<file path="config.mk">
export PLATFORM = sky130hd
export DESIGN_NAME = mem_arbiter_flat
export DESIGN_NICKNAME = d
export VERILOG_FILES = /design/src/rtl/mem_arb_pkg.sv /design/src/rtl/mem_arbiter_if.sv /design/src/rtl/mem_arb_timer.sv /design/src/rtl/mem_arbiter.sv /design/src/flat_wrapper.sv
export SDC_FILE = /design/constraint.sdc
export NUM_CORES = 1
export LEC_CHECK = 0
export CORE_UTILIZATION = 46
export CTS_BUF_LIST = sky130_fd_sc_hd__clkbuf_4 sky130_fd_sc_hd__clkbuf_8
export CTS_CLUSTER_DIAMETER = 200
export CTS_CLUSTER_SIZE = 8
export DETAILED_ROUTE_END_ITERATION = 8
export PLACE_DENSITY = 0.95
export REMOVE_ABC_BUFFERS = 1
export SLEW_MARGIN = 5
export SYNTH_ARGS = -nofsm -noshare
export SYNTH_HDL_FRONTEND = slang
export SYNTH_SLANG_ARGS = --single-unit
</file>
<file path="constraint.sdc">
create_clock -name clk -period 4.89 [get_ports clk]
set_input_delay 0.7335 -clock clk [delete_from_list [all_inputs] [get_ports clk]]
set_output_delay 0.7335 -clock clk [all_outputs]
set_load 0.005 [all_outputs]
</file>
<file path="src/rtl/mem_arb_pkg.sv">
// Shared types and defaults for the unified-memory arbiter.
package mem_arb_pkg;

  typedef enum logic [1:0] {
    IDLE    = 2'd0,
    D_WAIT  = 2'd1,
    I_WAIT  = 2'd2,
    RELEASE = 2'd3
  } arb_state_t;

  localparam int unsigned MEM_ARB_TIMEOUT = 64;

endpackage

</file>
<file path="src/rtl/mem_arbiter_if.sv">
// Pipeline-side and memory-side signals of the arbiter.
// master: the arbiter; slave: pipeline plus memory environment.
interface mem_arbiter_if #(
  parameter int unsigned ADDR_W = 32,
  parameter int unsigned DATA_W = 32
);
  logic              if_req;
  logic [ADDR_W-1:0] if_addr;
  logic [DATA_W-1:0] if_rdata;
  logic              dm_read;
  logic              dm_write;
  logic [ADDR_W-1:0] dm_addr;
  logic [DATA_W-1:0] dm_wdata;
  logic [DATA_W-1:0] dm_rdata;
  logic              stall;
  logic              mem_req;
  logic              mem_we;
  logic [ADDR_W-1:0] mem_addr;
  logic [DATA_W-1:0] mem_wdata;
  logic [DATA_W-1:0] mem_rdata;
  logic              mem_ack;
  logic              timeout_err;

  modport master (
    input  if_req, if_addr, dm_read, dm_write, dm_addr, dm_wdata, mem_rdata, mem_ack,
    output if_rdata, dm_rdata, stall, mem_req, mem_we, mem_addr, mem_wdata, timeout_err
  );

  modport slave (
    output if_req, if_addr, dm_read, dm_write, dm_addr, dm_wdata, mem_rdata, mem_ack,
    input  if_rdata, dm_rdata, stall, mem_req, mem_we, mem_addr, mem_wdata, timeout_err
  );
endinterface

</file>
<file path="src/rtl/mem_arb_timer.sv">
// Per-transaction wait counter; expired pulses on the wait cycle that brings
// the count to TIMEOUT. Only used when MEM_ARB_TIMEOUT_EN is defined.
module mem_arb_timer
  import mem_arb_pkg::*;
#(
  parameter int unsigned TIMEOUT = MEM_ARB_TIMEOUT
) (
  input  logic clk,
  input  logic rst_n,
  input  logic clear,
  input  logic run,
  output logic expired
);
  localparam int unsigned CNT_W = $clog2(TIMEOUT + 1);
  localparam logic [CNT_W-1:0] LAST = CNT_W'(TIMEOUT - 1);

  logic [CNT_W-1:0] cnt_q;

  assign expired = run & (cnt_q == LAST);

  always_ff @(posedge clk or negedge rst_n) begin
    if (!rst_n) begin
      cnt_q <= '0;
    end else if (clear) begin
      cnt_q <= '0;
    end else if (run && !expired) begin
      cnt_q <= cnt_q + 1'b1;
    end
  end
endmodule

</file>
<file path="src/rtl/mem_arbiter.sv">
// Shares one memory port between instruction fetch and EX/MEM data access,
// data first, stalling the pipeline until all requested accesses complete.
// Optional per-transaction timeout: define MEM_ARB_TIMEOUT_EN.
module mem_arbiter
  import mem_arb_pkg::*;
#(
  parameter int unsigned ADDR_W  = 32,
  parameter int unsigned DATA_W  = 32,
  parameter int unsigned TIMEOUT = MEM_ARB_TIMEOUT
) (
  input  logic          clk,
  input  logic          rst_n,
  mem_arbiter_if.master bus
);
  arb_state_t        state_q, state_d;
  logic              mem_req_q, mem_req_d;
  logic              mem_we_q, mem_we_d;
  logic [ADDR_W-1:0] mem_addr_q, mem_addr_d;
  logic [DATA_W-1:0] mem_wdata_q, mem_wdata_d;
  logic [DATA_W-1:0] if_rdata_q, if_rdata_d;
  logic [DATA_W-1:0] dm_rdata_q, dm_rdata_d;
  logic              dm_req, any_req, ack, waiting, issue, expired;

  if (TIMEOUT < 1) begin : g_bad_timeout
    $error("mem_arbiter: TIMEOUT must be at least 1");
  end

  assign dm_req  = bus.dm_read | bus.dm_write;
  assign any_req = dm_req | bus.if_req;
  assign ack     = bus.mem_ack & mem_req_q;
  assign waiting = (state_q == D_WAIT) || (state_q == I_WAIT);

  assign bus.stall     = any_req & (state_q != RELEASE);
  assign bus.mem_req   = mem_req_q;
  assign bus.mem_we    = mem_we_q;
  assign bus.mem_addr  = mem_addr_q;
  assign bus.mem_wdata = mem_wdata_q;
  assign bus.if_rdata  = if_rdata_q;
  assign bus.dm_rdata  = dm_rdata_q;

  always_comb begin
    state_d     = state_q;
    mem_req_d   = mem_req_q;
    mem_we_d    = mem_we_q;
    mem_addr_d  = mem_addr_q;
    mem_wdata_d = mem_wdata_q;
    if_rdata_d  = if_rdata_q;
    dm_rdata_d  = dm_rdata_q;
    issue       = 1'b0;
    unique case (state_q)
      IDLE: begin
        if (dm_req) begin
          mem_addr_d  = bus.dm_addr;
          mem_wdata_d = bus.dm_wdata;
          mem_we_d    = bus.dm_write;
          mem_req_d   = 1'b1;
          issue       = 1'b1;
          state_d     = D_WAIT;
        end else if (bus.if_req) begin
          mem_addr_d = bus.if_addr;
          mem_we_d   = 1'b0;
          mem_req_d  = 1'b1;
          issue      = 1'b1;
          state_d    = I_WAIT;
        end
      end
      D_WAIT: begin
        if (ack) begin
          if (!mem_we_q) dm_rdata_d = bus.mem_rdata;
          // Chain the pending fetch on the same edge to avoid an idle bubble.
          if (bus.if_req) begin
            mem_addr_d = bus.if_addr;
            mem_we_d   = 1'b0;
            issue      = 1'b1;
            state_d    = I_WAIT;
          end else begin
            mem_req_d = 1'b0;
            state_d   = RELEASE;
          end
        end else if (expired) begin
          mem_req_d = 1'b0;
          state_d   = RELEASE;
        end
      end
      I_WAIT: begin
        if (ack) begin
          if_rdata_d = bus.mem_rdata;
          mem_req_d  = 1'b0;
          state_d    = RELEASE;
        end else if (expired) begin
          mem_req_d = 1'b0;
          state_d   = RELEASE;
        end
      end
      RELEASE: state_d = IDLE;
      default: state_d = IDLE;
    endcase
  end

  always_ff @(posedge clk or negedge rst_n) begin
    if (!rst_n) begin
      state_q     <= IDLE;
      mem_req_q   <= 1'b0;
      mem_we_q    <= 1'b0;
      mem_addr_q  <= '0;
      mem_wdata_q <= '0;
      if_rdata_q  <= '0;
      dm_rdata_q  <= '0;
    end else begin
      state_q     <= state_d;
      mem_req_q   <= mem_req_d;
      mem_we_q    <= mem_we_d;
      mem_addr_q  <= mem_addr_d;
      mem_wdata_q <= mem_wdata_d;
      if_rdata_q  <= if_rdata_d;
      dm_rdata_q  <= dm_rdata_d;
    end
  end

`ifdef MEM_ARB_TIMEOUT_EN
  logic tmo_err_q;

  mem_arb_timer #(
    .TIMEOUT(TIMEOUT)
  ) u_timer (
    .clk    (clk),
    .rst_n  (rst_n),
    .clear  (issue),
    .run    (waiting & ~ack),
    .expired(expired)
  );

  always_ff @(posedge clk or negedge rst_n) begin
    if (!rst_n) begin
      tmo_err_q <= 1'b0;
    end else if (expired) begin
      tmo_err_q <= 1'b1;
    end
  end

  assign bus.timeout_err = tmo_err_q;
`else
  logic unused_wait;
  assign unused_wait     = waiting | issue;
  assign expired         = 1'b0;
  assign bus.timeout_err = 1'b0;
`endif

endmodule
</file>
<file path="src/flat_wrapper.sv">
// flat-port wrapper written by rule: the top's interface ports become plain ports
module mem_arbiter_flat import mem_arb_pkg::*;
#(
  parameter int unsigned ADDR_W  = 32,
  parameter int unsigned DATA_W  = 32,
  parameter int unsigned TIMEOUT = MEM_ARB_TIMEOUT
)
  (clk, rst_n, bus_if_req, bus_if_addr, bus_dm_read, bus_dm_write, bus_dm_addr, bus_dm_wdata, bus_mem_rdata, bus_mem_ack, bus_if_rdata, bus_dm_rdata, bus_stall, bus_mem_req, bus_mem_we, bus_mem_addr, bus_mem_wdata, bus_timeout_err);
  mem_arbiter_if #(.ADDR_W(ADDR_W), .DATA_W(DATA_W)) bus_i ();
  input  logic clk;
  input  logic rst_n;
  input wire logic [$bits(bus_i.if_req)-1:0] bus_if_req;
  input wire logic [$bits(bus_i.if_addr)-1:0] bus_if_addr;
  input wire logic [$bits(bus_i.dm_read)-1:0] bus_dm_read;
  input wire logic [$bits(bus_i.dm_write)-1:0] bus_dm_write;
  input wire logic [$bits(bus_i.dm_addr)-1:0] bus_dm_addr;
  input wire logic [$bits(bus_i.dm_wdata)-1:0] bus_dm_wdata;
  input wire logic [$bits(bus_i.mem_rdata)-1:0] bus_mem_rdata;
  input wire logic [$bits(bus_i.mem_ack)-1:0] bus_mem_ack;
  output wire logic [$bits(bus_i.if_rdata)-1:0] bus_if_rdata;
  output wire logic [$bits(bus_i.dm_rdata)-1:0] bus_dm_rdata;
  output wire logic [$bits(bus_i.stall)-1:0] bus_stall;
  output wire logic [$bits(bus_i.mem_req)-1:0] bus_mem_req;
  output wire logic [$bits(bus_i.mem_we)-1:0] bus_mem_we;
  output wire logic [$bits(bus_i.mem_addr)-1:0] bus_mem_addr;
  output wire logic [$bits(bus_i.mem_wdata)-1:0] bus_mem_wdata;
  output wire logic [$bits(bus_i.timeout_err)-1:0] bus_timeout_err;
  assign bus_i.if_req = bus_if_req;
  assign bus_i.if_addr = bus_if_addr;
  assign bus_i.dm_read = bus_dm_read;
  assign bus_i.dm_write = bus_dm_write;
  assign bus_i.dm_addr = bus_dm_addr;
  assign bus_i.dm_wdata = bus_dm_wdata;
  assign bus_i.mem_rdata = bus_mem_rdata;
  assign bus_i.mem_ack = bus_mem_ack;
  assign bus_if_rdata = bus_i.if_rdata;
  assign bus_dm_rdata = bus_i.dm_rdata;
  assign bus_stall = bus_i.stall;
  assign bus_mem_req = bus_i.mem_req;
  assign bus_mem_we = bus_i.mem_we;
  assign bus_mem_addr = bus_i.mem_addr;
  assign bus_mem_wdata = bus_i.mem_wdata;
  assign bus_timeout_err = bus_i.timeout_err;
  mem_arbiter #(.ADDR_W(ADDR_W), .DATA_W(DATA_W), .TIMEOUT(TIMEOUT)) u_core (.clk(clk), .rst_n(rst_n), .bus(bus_i));
endmodule
</file>
Yosys cells after proc, flatten, opt, wreduce, memory -nomap -nowiden
Index checks and enable logic that the tools add are counted.
Word-level totals
  register bits after elaboration: 132
  output and inout port bits: 132
  logic and storage cells: 49
  bits of input ports: 134
Cells by class
  bitwise operators: 5
  eq/ne operators: 8
  reductions and logical operators: 9
  mux-type cells: 20
Operator list (count)
  2-to-1 mux 32 bit: 3
  case mux 32 bit (2 select lines): 1
  2-to-1 mux 1 bit: 9
  2-to-1 mux 2 bit: 4
  case mux 2 bit (4 select lines): 1
  AND reduction 2 bit: 3
  AND reduction 3 bit: 2
  AND reduction 5 bit: 1
  == test 2 bit, second input constant: 2
  inequality test 2 x 1 -> 1 bit, second input constant: 2
  inequality test 2 bit, second input constant: 2
  inequality test 3 x 2 -> 1 bit, second input constant: 1
  case mux 1 bit (3 select lines): 1
  nonzero test 3 bit: 1
  AND 1 bit: 2
  == test 2 x 1 -> 1 bit, second input constant: 1
  logical NOT 2 bit: 1
  bitwise OR 1 bit: 2
  case mux 1 bit (2 select lines): 1
  nonzero test 2 bit: 1
  NOT 1 bit: 1

Depth between registers and ports, before layout
  depth in word-level cells: 3
  mapped depth: 8

Worst setup path after synthesis
Ideal clock, no wire load.
  path type: input port to output port
  start: in bus_if_req
  end: out bus_stall
  arrival time: 1.191 ns
  data required time: 4.157 ns
  stages: 3
  buffers on the path: 1
  slack: 2.965 ns
  cells stage by stage: clkbuf_1 -> nor3_1 -> nor2_1
On the way
  cells in the longest elaborated chain, start to end: 2
Ends and longest elaborated chain
  from (decl): RTL line flat_wrapper.sv:12  | input wire logic [$bits(bus_i.if_req)-1:0] bus_if_req;
  bitwise OR 1 bit: RTL line mem_arbiter.sv:29  | assign any_req = dm_req | bus.if_req;
  AND 1 bit: RTL line mem_arbiter.sv:33  | assign bus.stall = any_req & (state_q != RELEASE);
  to (decl): RTL line flat_wrapper.sv:22  | output wire logic [$bits(bus_i.stall)-1:0] bus_stall;
Every way passes these cells.

Worst setup path in the final report
Same ends and word-level chain as after synthesis.

==> run summary <==
========================================================================================
Status                                                                      finished clean
Detail-routed net length per standard cell                                      19.53 um
Setup slack of the most critical reg-to-reg path                                 2470 ps
Endpoint class of the critical path                                         primary output
Std cell rows                                                                         40
Top cells by instance count after synthesis                                 sky130_fd_sc_hd__dfrtp_1, sky130_fd_sc_hd__mux2_2, sky130_fd_sc_hd__mux2i_1
Top cells by area, synth                                                    sky130_fd_sc_hd__dfrtp_1, sky130_fd_sc_hd__mux2_2, sky130_fd_sc_hd__mux2_4, sky130_fd_sc_hd__mux2i_1, sky130_fd_sc_hd__o2bb2ai_1
Worst-case clock skew                                                           9.463 ps
RSZ-0062 raised after global routing                                                  no
Number of hold buffers added after cts                                                 0
Setup total negative slack                                                          0 ps
Max Cap Violations                                                                     0
Cell Int Power                                                                  3.982 mW
Adder-cell share of the synthesized area                                         0.01307
Highest attainable clock frequency                                             283.5 MHz
Boundary pin count                                                                   266
Sequential power share                                                             0.351
Crit-path cells                                                             clkdlybuf4s50_1 -> nor3_1 -> nor2_1 -> clkdlybuf4s50_1
Areal power density over the cells                                          637.3 nW/um2
Unique masters post-synth                                                             28
Post-CTS sizing                                                                        0
Final wirelength                                                               16,150 um
Arrival time of the worst setup path                                             2790 ps
Reg2reg end                                                                 u_core.bus.dm_rdata[22]
Area enclosed by the die boundary                                             12,940 um2
Synthesis-stage register bit count                                                   132
Leakage power summed over all cells                                             3.912 nW
Cell type with the largest total area after synthesis                       sky130_fd_sc_hd__dfrtp_1
Share of layout cells above drive strength 1                                      0.2124
Initial DRT Pass Iterations                                                            4
Largest net degree at the start of global routing                                     81
Detail Placement HPWL                                                          11,390 um
Share of power burned in the clock network                                         0.179
Non-Filler Cell Area, Final                                                     8914 um2
Placement Cell Area                                                             8471 um2
Clk_lat worst skew                                                                430 ps
Layout Area Growth over Synthesis                                                 55.17%
Total number of clock tree sinks                                                     132
DR vias                                                                            4,200
Worst path most repeated cell                                               sky130_fd_sc_hd__clkdlybuf4s50_1
Synth Cell Area                                                                 5744 um2
Cell chosen for the clock root                                              sky130_fd_sc_hd__clkbuf_8
P_sw                                                                            1.698 mW
Predominant post-synthesis flop cell                                        sky130_fd_sc_hd__dfrtp_1
Startpoint of the lowest-slack register-to-register path                    u_core.state_q[1]
Hold/Removal Path Class                                                      in -> async
Number of enable-type register cells in the synthesized netlist                        0
Antenna cell count                                                                     0
Total gr overflow                                                                      0
Number of buffers inserted by post-CTS setup repair                                    0
Post-Synth Simple-Gate Area                                                      0.04400
Worst slew pin tran                                                              1275 ps
Switching portion of total power                                                  0.2990
Compound-Gate Fraction of Synth Area                                             0.06251
Share of cell area taken by muxes after synthesis                                 0.2705
Area of the placeable core                                                    12,110 um2
Worst-case clock buffer depth                                                          2
Headroom to the max-slew limit                                                    0.1491
Portion of the clock cycle consumed by the worst path in the final layout         0.7213
Req. time, crit path                                                             4160 ps
Wire length of the first global-routing pass                                   24,770 um
CTS tree                                                                             yes
Count of cells along the worst register-to-register path                               5
Average vias per placed instance                                                   5.079
Crit path buffers/inverters                                                            2
Maximum level of the CTS H-tree                                                        4
Classification of the worst setup path                                         in -> out
GRT Total Usage                                                                   0.2540
Seq/Total Area, Yosys                                                             0.5750
Portion of synthesized cell area occupied by the leading cell type                0.5750
Count of port buffers added during placement                                         264
Cell with the most instances after synthesis                                sky130_fd_sc_hd__dfrtp_1
Initial core utilization                                                          0.4743
Gate count after technology mapping                                                  384
Initial antenna violation count                                                        0
Syn avg cell area                                                              14.96 um2
Via count of the first global-routing pass                                         4,795
Die height                                                                      113.7 um
Highest ir drop seen on vdd                                                     384.5 uV
Max Transition Viols Final                                                             0
Final antenna-violating net count                                                      0
Total area of multi-input combinational cells                                   2265 um2
Fillers                                                                              754
Critical-path top delay cell                                                sky130_fd_sc_hd__clkdlybuf4s50_1
DIE WIDTH                                                                       113.7 um
Setup-failing EPs final                                                                0
Initial DRC Count                                                                    148
Worst stage delay on the critical path                                            920 ps
Clock transition at the registers of the reported paths                            70 ps
Final RePlAce weighted congestion                                                 0.7933
Fin nets                                                                             786
Gate power share                                                                   0.471
Critical path's top delay family                                            buffers and inverters
Total clock buffers created by CTS                                                    17
Shortest clock period the worst path allows after layout                         3527 ps
Category of the worst setup path launch point                               primary input
Combinational family with the most area after synthesis                     multiplexers
Share of async-settable or async-resettable flops after synthesis                  1.000
DRC violation count after routing                                                      0
Post-Synth XOR/XNOR Area                                                               0
Flip-flop and latch area                                                        3303 um2
Critical path peak fanout                                                             36
Final hold violation count                                                             0
Syn. warnings                                                                          0
========================================================================================
## flip-flops by register name (all words and copies together), names as in the netlist
name / count
u_core.bus.dm_rdata: 32
u_core.bus.if_rdata: 32
u_core.bus.mem_addr: 32
u_core.bus.mem_wdata: 32
u_core.state_q: 2
u_core.bus.mem_req: 1
u_core.bus.mem_we: 1
## routing by layer
layer,global-route usage,vias up,part of all wire
met5,0,-,0
met2,0.4650,214,0.52
met3,0.09989,26,0.10
met1,0.2577,2074,0.36
met4,0.1009,0,0.019
li1,-,1886,-
## power by group through the flow
stage                     combinational [mW]  sequential (mW)  clock [mW]
final                                   2.67             1.99        1.01
after detailed placement                2.67             1.98           0
after global placement                  2.56             1.94           0
after global routing                    2.84             2.04        1.07
after floorplan                         1.12             1.98           0
after CTS                               2.71             1.99        1.04
## logic make-up after synthesis
logic type,Yosys count
compound gates,41
fa+ha+maj,6
buf+inv,30
flops,132
mux,132
other cells,1
simple gates,42
## worst register-to-register path: cells and delay by family, from the launching register on
kind,cells,cell delay [ps]
flops,1,420
simple gates,2,890
mux,1,560
buf+inv,1,140
fa+ha+maj,1,290
## cell usage in the layout, fill, tap and decap left out, drive strengths merged, types with 2 or more instances in the layout
cell type | Yosys | final
clkdlybuf4s50 | 0 | 263
dfrtp | 132 | 132
mux2 | 96 | 96
mux2i | 36 | 36
and2 | 32 | 32
o2bb2ai | 32 | 32
clkbuf | 7 | 23
ha | 6 | 6
buf | 19 | 6
inv | 4 | 4
bufinv | 0 | 4
nor2 | 4 | 4
clkinv | 0 | 4
a22o | 2 | 2
## metrics by stage
stage	setup WS [ps]	power [mW]	hold slack, ps	util	instances
after floorplan	1190	3.096	437.9	-	358
after global placement	1519	4.496	470.6	0.6994	795
after detailed placement	1412	4.653	475.2	0.6994	795
after CTS	1411	5.737	411.3	0.7360	827
after global routing	1178	5.955	465.8	0.7360	827
final	1363	5.681	415.1	0.7360	827
## how the worst max path moves through the flow
| stage | slack (ps) | from | cells after the start | end |
|---|---|---|---|---|
| finish | 1360 | bus_if_req | 4 | bus_stall |
| global route | 1180 | bus_if_req | 4 | bus_stall |
| CTS | 1410 | bus_if_req | 4 | bus_stall |
| detailed placement | 1410 | bus_if_req | 4 | bus_stall |
| global placement | 1520 | bus_if_req | 4 | bus_stall |
| floorplan | 1190 | bus_dm_write | 3 | u_core.bus.mem_we |
## layout make-up
class | count | area share
tap | 168 | 0.02358
clock buffer | 23 | 0.03271
timing repair buffer | 269 | 0.3004
inverter | 4 | 0.001684
sequential | 132 | 0.3706
clock inverter | 9 | 0.01698
multi-input combinational | 222 | 0.2541
Note: power is estimated with default switching activity, not from simulation.
